==> src/rtl/vram_console_ctrl_pkg.sv <==
// Shared types and constants for the VRAM text-console controller.
package vram_console_pkg;

  // Controller states: normal operation, clearing one row, clearing the screen.
  typedef enum logic [1:0] {
    IDLE,
    CLR_ROW,
    CLR_ALL
  } console_state_t;

  // Round-robin pointer values; also the bit index of each requester.
  typedef enum logic {
    REQ_CONSOLE = 1'b0,
    REQ_DIRECT  = 1'b1
  } req_sel_t;

  // Console control codes.
  localparam logic [7:0] CR        = 8'h0D;
  localparam logic [7:0] LF        = 8'h0A;
  localparam logic [7:0] BS        = 8'h08;
  localparam logic [7:0] FF        = 8'h0C;
  localparam logic [7:0] PRINT_MIN = 8'h20;

  // Number of character cells on the screen.
  function automatic int screen_cells(input int cols, input int rows);
    return cols * rows;
  endfunction

endpackage

==> src/rtl/vram_console_ctrl_if.sv <==
// Request-side bus of the console controller: UART byte stream and MCU direct writes.
interface vram_console_if #(
  parameter int ADDR_W = 12
);
  logic              char_valid;
  logic [7:0]        char_data;
  logic              char_ready;
  logic              wr_req;
  logic [ADDR_W-1:0] wr_addr;
  logic [15:0]       wr_data;
  logic              wr_ack;

  // Requesters (UART path and MCU) drive the requests.
  modport master (
    output char_valid, char_data, wr_req, wr_addr, wr_data,
    input  char_ready, wr_ack
  );

  // The controller consumes the requests.
  modport slave (
    input  char_valid, char_data, wr_req, wr_addr, wr_data,
    output char_ready, wr_ack
  );
endinterface

==> src/rtl/vram_console_ctrl_rr_arbiter.sv <==
// Two-requester round-robin arbiter; the pointer moves only on contention.
module vram_rr_arbiter
  import vram_console_pkg::*;
(
  input  logic       clk_72m,
  input  logic       reset,
  input  logic [1:0] req,
  input  logic       enable,
  output logic [1:0] grant
);

  req_sel_t ptr;

  // Grant the pointed requester on contention, otherwise whoever asks.
  always_comb begin
    // NOTE: default first so every path assigns grant and no latch is inferred.
    grant = 2'b00;
    if (enable) begin
      if (req == 2'b11) grant = (ptr == REQ_DIRECT) ? 2'b10 : 2'b01;
      else              grant = req;
    end
  end

  // Flip the pointer to the other requester after a contended grant.
  always_ff @(posedge clk_72m or negedge reset) begin
    if (!reset)                 ptr <= REQ_CONSOLE;
    else if (enable && &req)    ptr <= (ptr == REQ_DIRECT) ? REQ_CONSOLE : REQ_DIRECT;
  end

endmodule

==> src/rtl/vram_console_ctrl.sv <==
// Text-console controller owning the write side of the LCD character VRAM.
module vram_console_ctrl
  import vram_console_pkg::*;
#(
  parameter int         COLS           = 30,
  parameter int         ROWS           = 25,
  parameter int         ADDR_W         = 12,
  parameter logic [7:0] ATTR           = 8'hF0,
  parameter logic [7:0] BLANK          = 8'h20,
  parameter bit         CLEAR_ON_RESET = 1'b1
) (
  input  logic              clk_72m,
  input  logic              reset,
  vram_console_if.slave     bus,
  output logic              vram_ce,
  output logic [ADDR_W-1:0] vram_addr,
  output logic [15:0]       vram_data,
  output logic [4:0]        cursor_row,
  output logic [4:0]        cursor_col,
  output logic              busy
);

  localparam int                SCREEN_CELLS = screen_cells(COLS, ROWS);
  localparam logic [ADDR_W-1:0] LAST_CELL    = ADDR_W'(SCREEN_CELLS - 1);
  localparam logic [ADDR_W-1:0] LAST_COL_A   = ADDR_W'(COLS - 1);
  localparam logic [4:0]        LAST_COL     = 5'(COLS - 1);
  localparam logic [4:0]        LAST_ROW     = 5'(ROWS - 1);
  localparam logic [15:0]       BLANK_WORD   = {ATTR, BLANK};

  console_state_t    state;
  logic [ADDR_W-1:0] clr_cnt;
  logic [ADDR_W-1:0] row_base;
  logic [ADDR_W-1:0] cur_addr;
  logic [1:0]        grant;
  logic              idle;

  assign idle     = (state == IDLE);
  assign busy     = !idle;
  assign row_base = ADDR_W'(cursor_row) * ADDR_W'(COLS);
  assign cur_addr = row_base + ADDR_W'(cursor_col);

  vram_rr_arbiter u_arb (
    .clk_72m (clk_72m),
    .reset   (reset),
    .req     ({bus.wr_req, bus.char_valid}),
    .enable  (idle),
    .grant   (grant)
  );

  // With a byte pending, readiness is exactly the console grant; without one,
  // a waiting direct write holds the console off.
  assign bus.char_ready = bus.char_valid ? grant[REQ_CONSOLE] : (idle && !bus.wr_req);

  // Console state machine, cursor and registered VRAM write port.
  always_ff @(posedge clk_72m or negedge reset) begin
    if (!reset) begin
      state      <= CLEAR_ON_RESET ? CLR_ALL : IDLE;
      clr_cnt    <= '0;
      cursor_row <= '0;
      cursor_col <= '0;
      vram_ce    <= 1'b0;
      vram_addr  <= '0;
      vram_data  <= '0;
      bus.wr_ack <= 1'b0;
    end else begin
      // NOTE: non-blocking assignments so every register samples pre-edge values;
      // the later assignments in a branch override these strobe defaults.
      vram_ce    <= 1'b0;
      bus.wr_ack <= 1'b0;
      case (state)
        IDLE: begin
          if (grant[REQ_DIRECT]) begin
            bus.wr_ack <= 1'b1;
            if (bus.wr_addr <= LAST_CELL) begin
              vram_ce   <= 1'b1;
              vram_addr <= bus.wr_addr;
              vram_data <= bus.wr_data;
            end
          end else if (grant[REQ_CONSOLE]) begin
            if (bus.char_data >= PRINT_MIN) begin
              vram_ce   <= 1'b1;
              vram_addr <= cur_addr;
              vram_data <= {ATTR, bus.char_data};
              if (cursor_col == LAST_COL) begin
                cursor_col <= '0;
                cursor_row <= (cursor_row == LAST_ROW) ? 5'd0 : cursor_row + 5'd1;
                clr_cnt    <= '0;
                state      <= CLR_ROW;
              end else begin
                cursor_col <= cursor_col + 5'd1;
              end
            end else begin
              case (bus.char_data)
                CR: cursor_col <= '0;
                LF: begin
                  cursor_row <= (cursor_row == LAST_ROW) ? 5'd0 : cursor_row + 5'd1;
                  clr_cnt    <= '0;
                  state      <= CLR_ROW;
                end
                BS: begin
                  if (cursor_col != 5'd0) begin
                    cursor_col <= cursor_col - 5'd1;
                    vram_ce    <= 1'b1;
                    vram_addr  <= cur_addr - ADDR_W'(1);
                    vram_data  <= BLANK_WORD;
                  end
                end
                FF: begin
                  clr_cnt <= '0;
                  state   <= CLR_ALL;
                end
                default: ;
              endcase
            end
          end
        end

        CLR_ROW: begin
          vram_ce   <= 1'b1;
          vram_addr <= row_base + clr_cnt;
          vram_data <= BLANK_WORD;
          if (clr_cnt == LAST_COL_A) begin
            clr_cnt <= '0;
            state   <= IDLE;
          end else begin
            clr_cnt <= clr_cnt + ADDR_W'(1);
          end
        end

        CLR_ALL: begin
          vram_ce   <= 1'b1;
          vram_addr <= clr_cnt;
          vram_data <= BLANK_WORD;
          if (clr_cnt == LAST_CELL) begin
            clr_cnt    <= '0;
            cursor_row <= '0;
            cursor_col <= '0;
            state      <= IDLE;
          end else begin
            clr_cnt <= clr_cnt + ADDR_W'(1);
          end
        end

        default: state <= IDLE;
      endcase
    end
  end

endmodule

==> src/flat_wrapper.sv <==
// flat-port wrapper written by rule: the top's interface ports become plain ports
module vram_console_ctrl_flat import vram_console_pkg::*;
#(
  parameter int         COLS           = 30,
  parameter int         ROWS           = 25,
  parameter int         ADDR_W         = 12,
  parameter logic [7:0] ATTR           = 8'hF0,
  parameter logic [7:0] BLANK          = 8'h20,
  parameter bit         CLEAR_ON_RESET = 1'b1
)
  (clk_72m, reset, vram_ce, vram_addr, vram_data, cursor_row, cursor_col, busy, bus_char_valid, bus_char_data, bus_wr_req, bus_wr_addr, bus_wr_data, bus_char_ready, bus_wr_ack);
  vram_console_if #(.ADDR_W(ADDR_W)) bus_i ();
  input  logic clk_72m;
  input  logic reset;
  output logic vram_ce;
  output logic [ADDR_W-1:0] vram_addr;
  output logic [15:0] vram_data;
  output logic [4:0] cursor_row;
  output logic [4:0] cursor_col;
  output logic busy;
  input wire logic [$bits(bus_i.char_valid)-1:0] bus_char_valid;
  input wire logic [$bits(bus_i.char_data)-1:0] bus_char_data;
  input wire logic [$bits(bus_i.wr_req)-1:0] bus_wr_req;
  input wire logic [$bits(bus_i.wr_addr)-1:0] bus_wr_addr;
  input wire logic [$bits(bus_i.wr_data)-1:0] bus_wr_data;
  output wire logic [$bits(bus_i.char_ready)-1:0] bus_char_ready;
  output wire logic [$bits(bus_i.wr_ack)-1:0] bus_wr_ack;
  assign bus_i.char_valid = bus_char_valid;
  assign bus_i.char_data = bus_char_data;
  assign bus_i.wr_req = bus_wr_req;
  assign bus_i.wr_addr = bus_wr_addr;
  assign bus_i.wr_data = bus_wr_data;
  assign bus_char_ready = bus_i.char_ready;
  assign bus_wr_ack = bus_i.wr_ack;
  vram_console_ctrl #(.COLS(COLS), .ROWS(ROWS), .ADDR_W(ADDR_W), .ATTR(ATTR), .BLANK(BLANK), .CLEAR_ON_RESET(CLEAR_ON_RESET)) u_core (.clk_72m(clk_72m), .reset(reset), .bus(bus_i), .vram_ce(vram_ce), .vram_addr(vram_addr), .vram_data(vram_data), .cursor_row(cursor_row), .cursor_col(cursor_col), .busy(busy));
endmodule
==> config.mk <==
export PLATFORM = sky130hd
export DESIGN_NAME = vram_console_ctrl_flat
export DESIGN_NICKNAME = d
export VERILOG_FILES = /design/src/rtl/vram_console_ctrl_pkg.sv /design/src/rtl/vram_console_ctrl_if.sv /design/src/rtl/vram_console_ctrl_rr_arbiter.sv /design/src/rtl/vram_console_ctrl.sv /design/src/flat_wrapper.sv
export SDC_FILE = /design/constraint.sdc
export NUM_CORES = 1
export LEC_CHECK = 0
export BUFFER_PORTS_ARGS = -buffer_cell sky130_fd_sc_hd__buf_2
export CORE_MARGIN = 4
export CORE_UTILIZATION = 55
export DETAILED_ROUTE_END_ITERATION = 6
export PLACE_DENSITY = 0.86
export SYNTH_ARGS = -nofsm -noshare
export SYNTH_HDL_FRONTEND = slang
export SYNTH_SLANG_ARGS = --single-unit
==> constraint.sdc <==
create_clock -name clk_72m -period 6 [get_ports clk_72m]
set_input_delay 0 -clock clk_72m [delete_from_list [all_inputs] [get_ports clk_72m]]
set_output_delay 0 -clock clk_72m [all_outputs]
set_load 0.05 [all_outputs]
==> out/qor.json <==
{
  "nNetsFinal": 739,
  "synth-seq-area-share": 0.2938,
  "postSynthAreaPerCell_sq_um": 8.269,
  "timing.critical_path.depth": 14,
  "io_buffers": 81,
  "outcome": "finished, final reports clean",
  "gp_routability_congestion": 0.9369,
  "first_global_vias": 4473,
  "clock_insertion_delay_worst_skew_ps": 320,
  "timing.hold.worst.start": "bus_wr_data[14]",
  "setup_viol_count_final": 0,
  "die_height_um": 100.3,
  "floorplan.io_pins": 82,
  "cp.required_ps": 6230,
  "route.detailed.vias_per_inst": 6.103,
  "end_kind": "flip-flop",
  "via_count": 4614,
  "worst_clock_skew_ps": 12.95,
  "worst_r2r_endpoint": "u_core.vram_addr[9]$_DFFE_PN0P_",
  "hold_depth": 3,
  "cts_tree": "built",
  "ctsRootBufferMaster": "clkbuf_8",
  "drt.antenna.violating_nets": 0,
  "post_drt_wl_per_cell_um": 17.27,
  "finalSetupTns_ps": 0,
  "chipWidth_um": 100.3,
  "synthTopCellsByArea": "dfrtp_1 (29%), ha_1 (11%), nand2_1 (5.4%)",
  "yosysTopAreaCellShare": 0.2882,
  "reg2reg_from": "u_core.cursor_row[2]$_DFFE_PN0P_",
  "cts_hold_buf": 16,
  "cp_slowest_stage_delay_ps": 510,
  "clock_sinks": 55,
  "number_of_slew_limit_violations_in_the_final_report": 0,
  "min-delay-path-class": "in2reg",
  "cp.arrival_ps": 4590,
  "maxSlewHeadroom": 0.3906,
  "post_synth_inst_count": 567,
  "yosys.area.top_type": "dfrtp_1",
  "yosys_warnings": 0,
  "cp_cell_sequence": "inv_1 > fa_1 > fa_1 > inv_1 > ha_1 > a21o_1 > or3_4 > and2_1 > ha_1 > o41ai_1 > o21ba_2 > mux2i_1 > o31ai_1 > a31oi_1",
  "ys_seq_elements": 55,
  "grt_first_pass_wirelength_um": 21360,
  "tritoncts.num_buffers": 5,
  "overflow": 0,
  "max_cap_violations": 0,
  "synth_edf_count": 0,
  "global_route.usage.total": 0.2599,
  "cp_num_buf_inv": 2,
  "place_inst": 732,
  "final_clock_period_utilization_by_the_worst_path": 0.7273,
  "drc": 0,
  "yosys-top-cells-count": "nand2_1 (68), dfrtp_1 (54), o21ai_0 (49)",
  "core.rowCount": 33,
  "synth-async-reset-ratio": 1.000,
  "signed_area_change_from_the_synthesized_netlist_to_the_final_layout_pct": 15.77,
  "detail_route.iter0.violations": 410,
  "time_the_final_worst_path_needs_with_i_o_delays_and_setup_ps": 4364,
  "timing_worst_setup_path_type": "reg2reg",
  "worstSetupStartpoint": "u_core.cursor_row[2]$_DFFE_PN0P_",
  "setup_slack_reg_to_reg_ps": 1640,
  "syn-cell-area_sq_um": 4688,
  "fmax_mhz": 229.2,
  "final_hold_viol_count": 0,
  "synth_nets": 656,
  "pin_count_of_the_biggest_net_entering_global_routing": 56,
  "filler_cell_count": 664,
  "route.final.wire_length_um": 13060,
  "rsz0062_at_grt": "false",
  "hold_path_end": "u_core.vram_data[14]$_DFFE_PN0P_",
  "cts.path.max_buffers": 2,
  "worst_pin_slew_ps": 914.0,
  "layoutNonFillerInstCount": 756,
  "htreeDepth": 2,
  "maximum_fanout_encountered_on_the_critical_timing_path": 7,
  "synth_ff_type": "dfrtp_1",
  "synth.lib_cells_used.distinct": 65,
  "final_layout_size_suffix_gt1_frac": 0.1659,
  "fp.dieArea_sq_um": 10070,
  "slowest_stage": "fa_1",
  "cts.repair.resized": 0,
  "antenna_violations_before_repair": 0,
  "yosysMostFrequentCell": "nand2_1",
  "number_of_inserted_diodes": 0,
  "drt-pass1-iter-count": 5,
  "post_cts_buffers": 0,
  "dp.final_hpwl_um": 9796,
  "worst_setup_hold_path_clk_slew_ps": 100,
  "critPathLaunchType": "flip-flop",
  "initial_core_util": 0.5677,
  "reg2reg_depth": 14,
  "floorplan.core_area_sq_um": 8258,
  "critical-path-top-delay-family": "adder cells"
}
==> routing by layer <==
layer  global-route usage  up-vias  share of wire  wire (um)
met1               0.3391     2171           0.42       5426
li1                     -     2182              -          -
met5                    0        -              0          0
met4              0.06528        0          0.023        295
met2               0.4536      225           0.48       6284
met3              0.03753       36          0.081       1052
==> cell usage in the layout (no fill, tap or decap), drive strengths merged, types with 4 or more instances in the layout <==
cell         netlist  final
inv               41     42
and2               5      5
dfrtp             54     54
a21o               4      4
clkbuf            18      6
buf                5     83
ha                40     40
a31oi              7      7
a22oi              7      7
nor2              48     48
nor3              12     12
nand2             68     68
o31ai             17     17
nand3             24     24
o21a               4      4
mux2i              9      9
nand2b            11     11
nor2b              4      4
nand4              4      4
fa                 9      9
a221oi             6      6
nor3b              4      4
dlygate4sd3        0     16
and3              13     13
o21ai             54     54
xnor2             14     14
a211oi            11     11
a21oi             22     22
xor2               9      9
==> metrics by stage <==
step | setup slack [ps] | util | hold slack (ps) | instance area [sq um]
2_1_floorplan | 1624 | - | -295.6 | 4688
3_3_place_gp | 1814 | 0.6244 | 172.6 | 5156
3_5_place_dp | 1677 | 0.6244 | 177.1 | 5156
4_1_cts | 1643 | 0.6573 | 6.283 | 5428
5_1_grt | 1355 | 0.6573 | 19.15 | 5428
6_report | 1636 | 0.6573 | 1.016 | 5428
==> how the worst max path moves through the flow <==
stage / to / slack [ps]
CTS: u_core.vram_addr[8]$_DFFE_PN0P_ / 1640
floorplan: u_core.vram_addr[9]$_DFFE_PN0P_ / 1620
detailed placement: u_core.vram_addr[8]$_DFFE_PN0P_ / 1680
finish: u_core.vram_addr[9]$_DFFE_PN0P_ / 1640
global route: u_core.vram_addr[9]$_DFFE_PN0P_ / 1360
global placement: u_core.vram_addr[11]$_DFFE_PN0P_ / 1810
==> registers in the layout (all words and copies together) (netlist names) <==
signal and count:
u_core.vram_data 16, u_core.u_arb.ptr 1, u_core.cursor_col 5, u_core.vram_addr 12
u_core.state 2, u_core.cursor_row 5, u_core.bus.wr_ack 1, u_core.vram_ce 1
u_core.clr_cnt 12
==> worst reg2reg max path, cell delays in order, from the launching register on <==
cell	delay, ps
dfrtp_1	500
inv_1	210
fa_1	510
fa_1	510
inv_1	40
ha_1	350
a21o_1	230
or3_4	350
and2_1	210
ha_1	240
o41ai_1	460
o21ba_2	200
mux2i_1	200
o31ai_1	90
a31oi_1	170
==> logic make-up after synthesis <==
family                   count (synthesis)  share of synthesized area
flip-flops                              55                     0.2938
AO/OA/AOI/OAI                          159                     0.2277
multiplexers                            10                    0.02162
AND/OR/NAND/NOR                        205                     0.2135
adder cells (fa/ha/maj)                 49                     0.1452
buffers and inverters                   66                    0.05364
XOR/XNOR                                23                    0.04457
==> final cells by class <==
| class | count | area [sq um] | share of cell area |
|---|---|---|---|
| Timing Repair Buffer | 99 | 580.6 | 0.1070 |
| Multi-Input combinational cell | 446 | 3065 | 0.5648 |
| Clock buffer | 6 | 72.57 | 0.01337 |
| Clock inverter | 2 | 38.79 | 0.007146 |
| Inverter | 43 | 161.4 | 0.02974 |
| Sequential cell | 55 | 1378 | 0.2538 |
| Tap cell | 105 | 131.4 | 0.02420 |
Power is not shown: default switching activity piles up to over one toggle a cycle in this logic, so the estimate is an artifact.
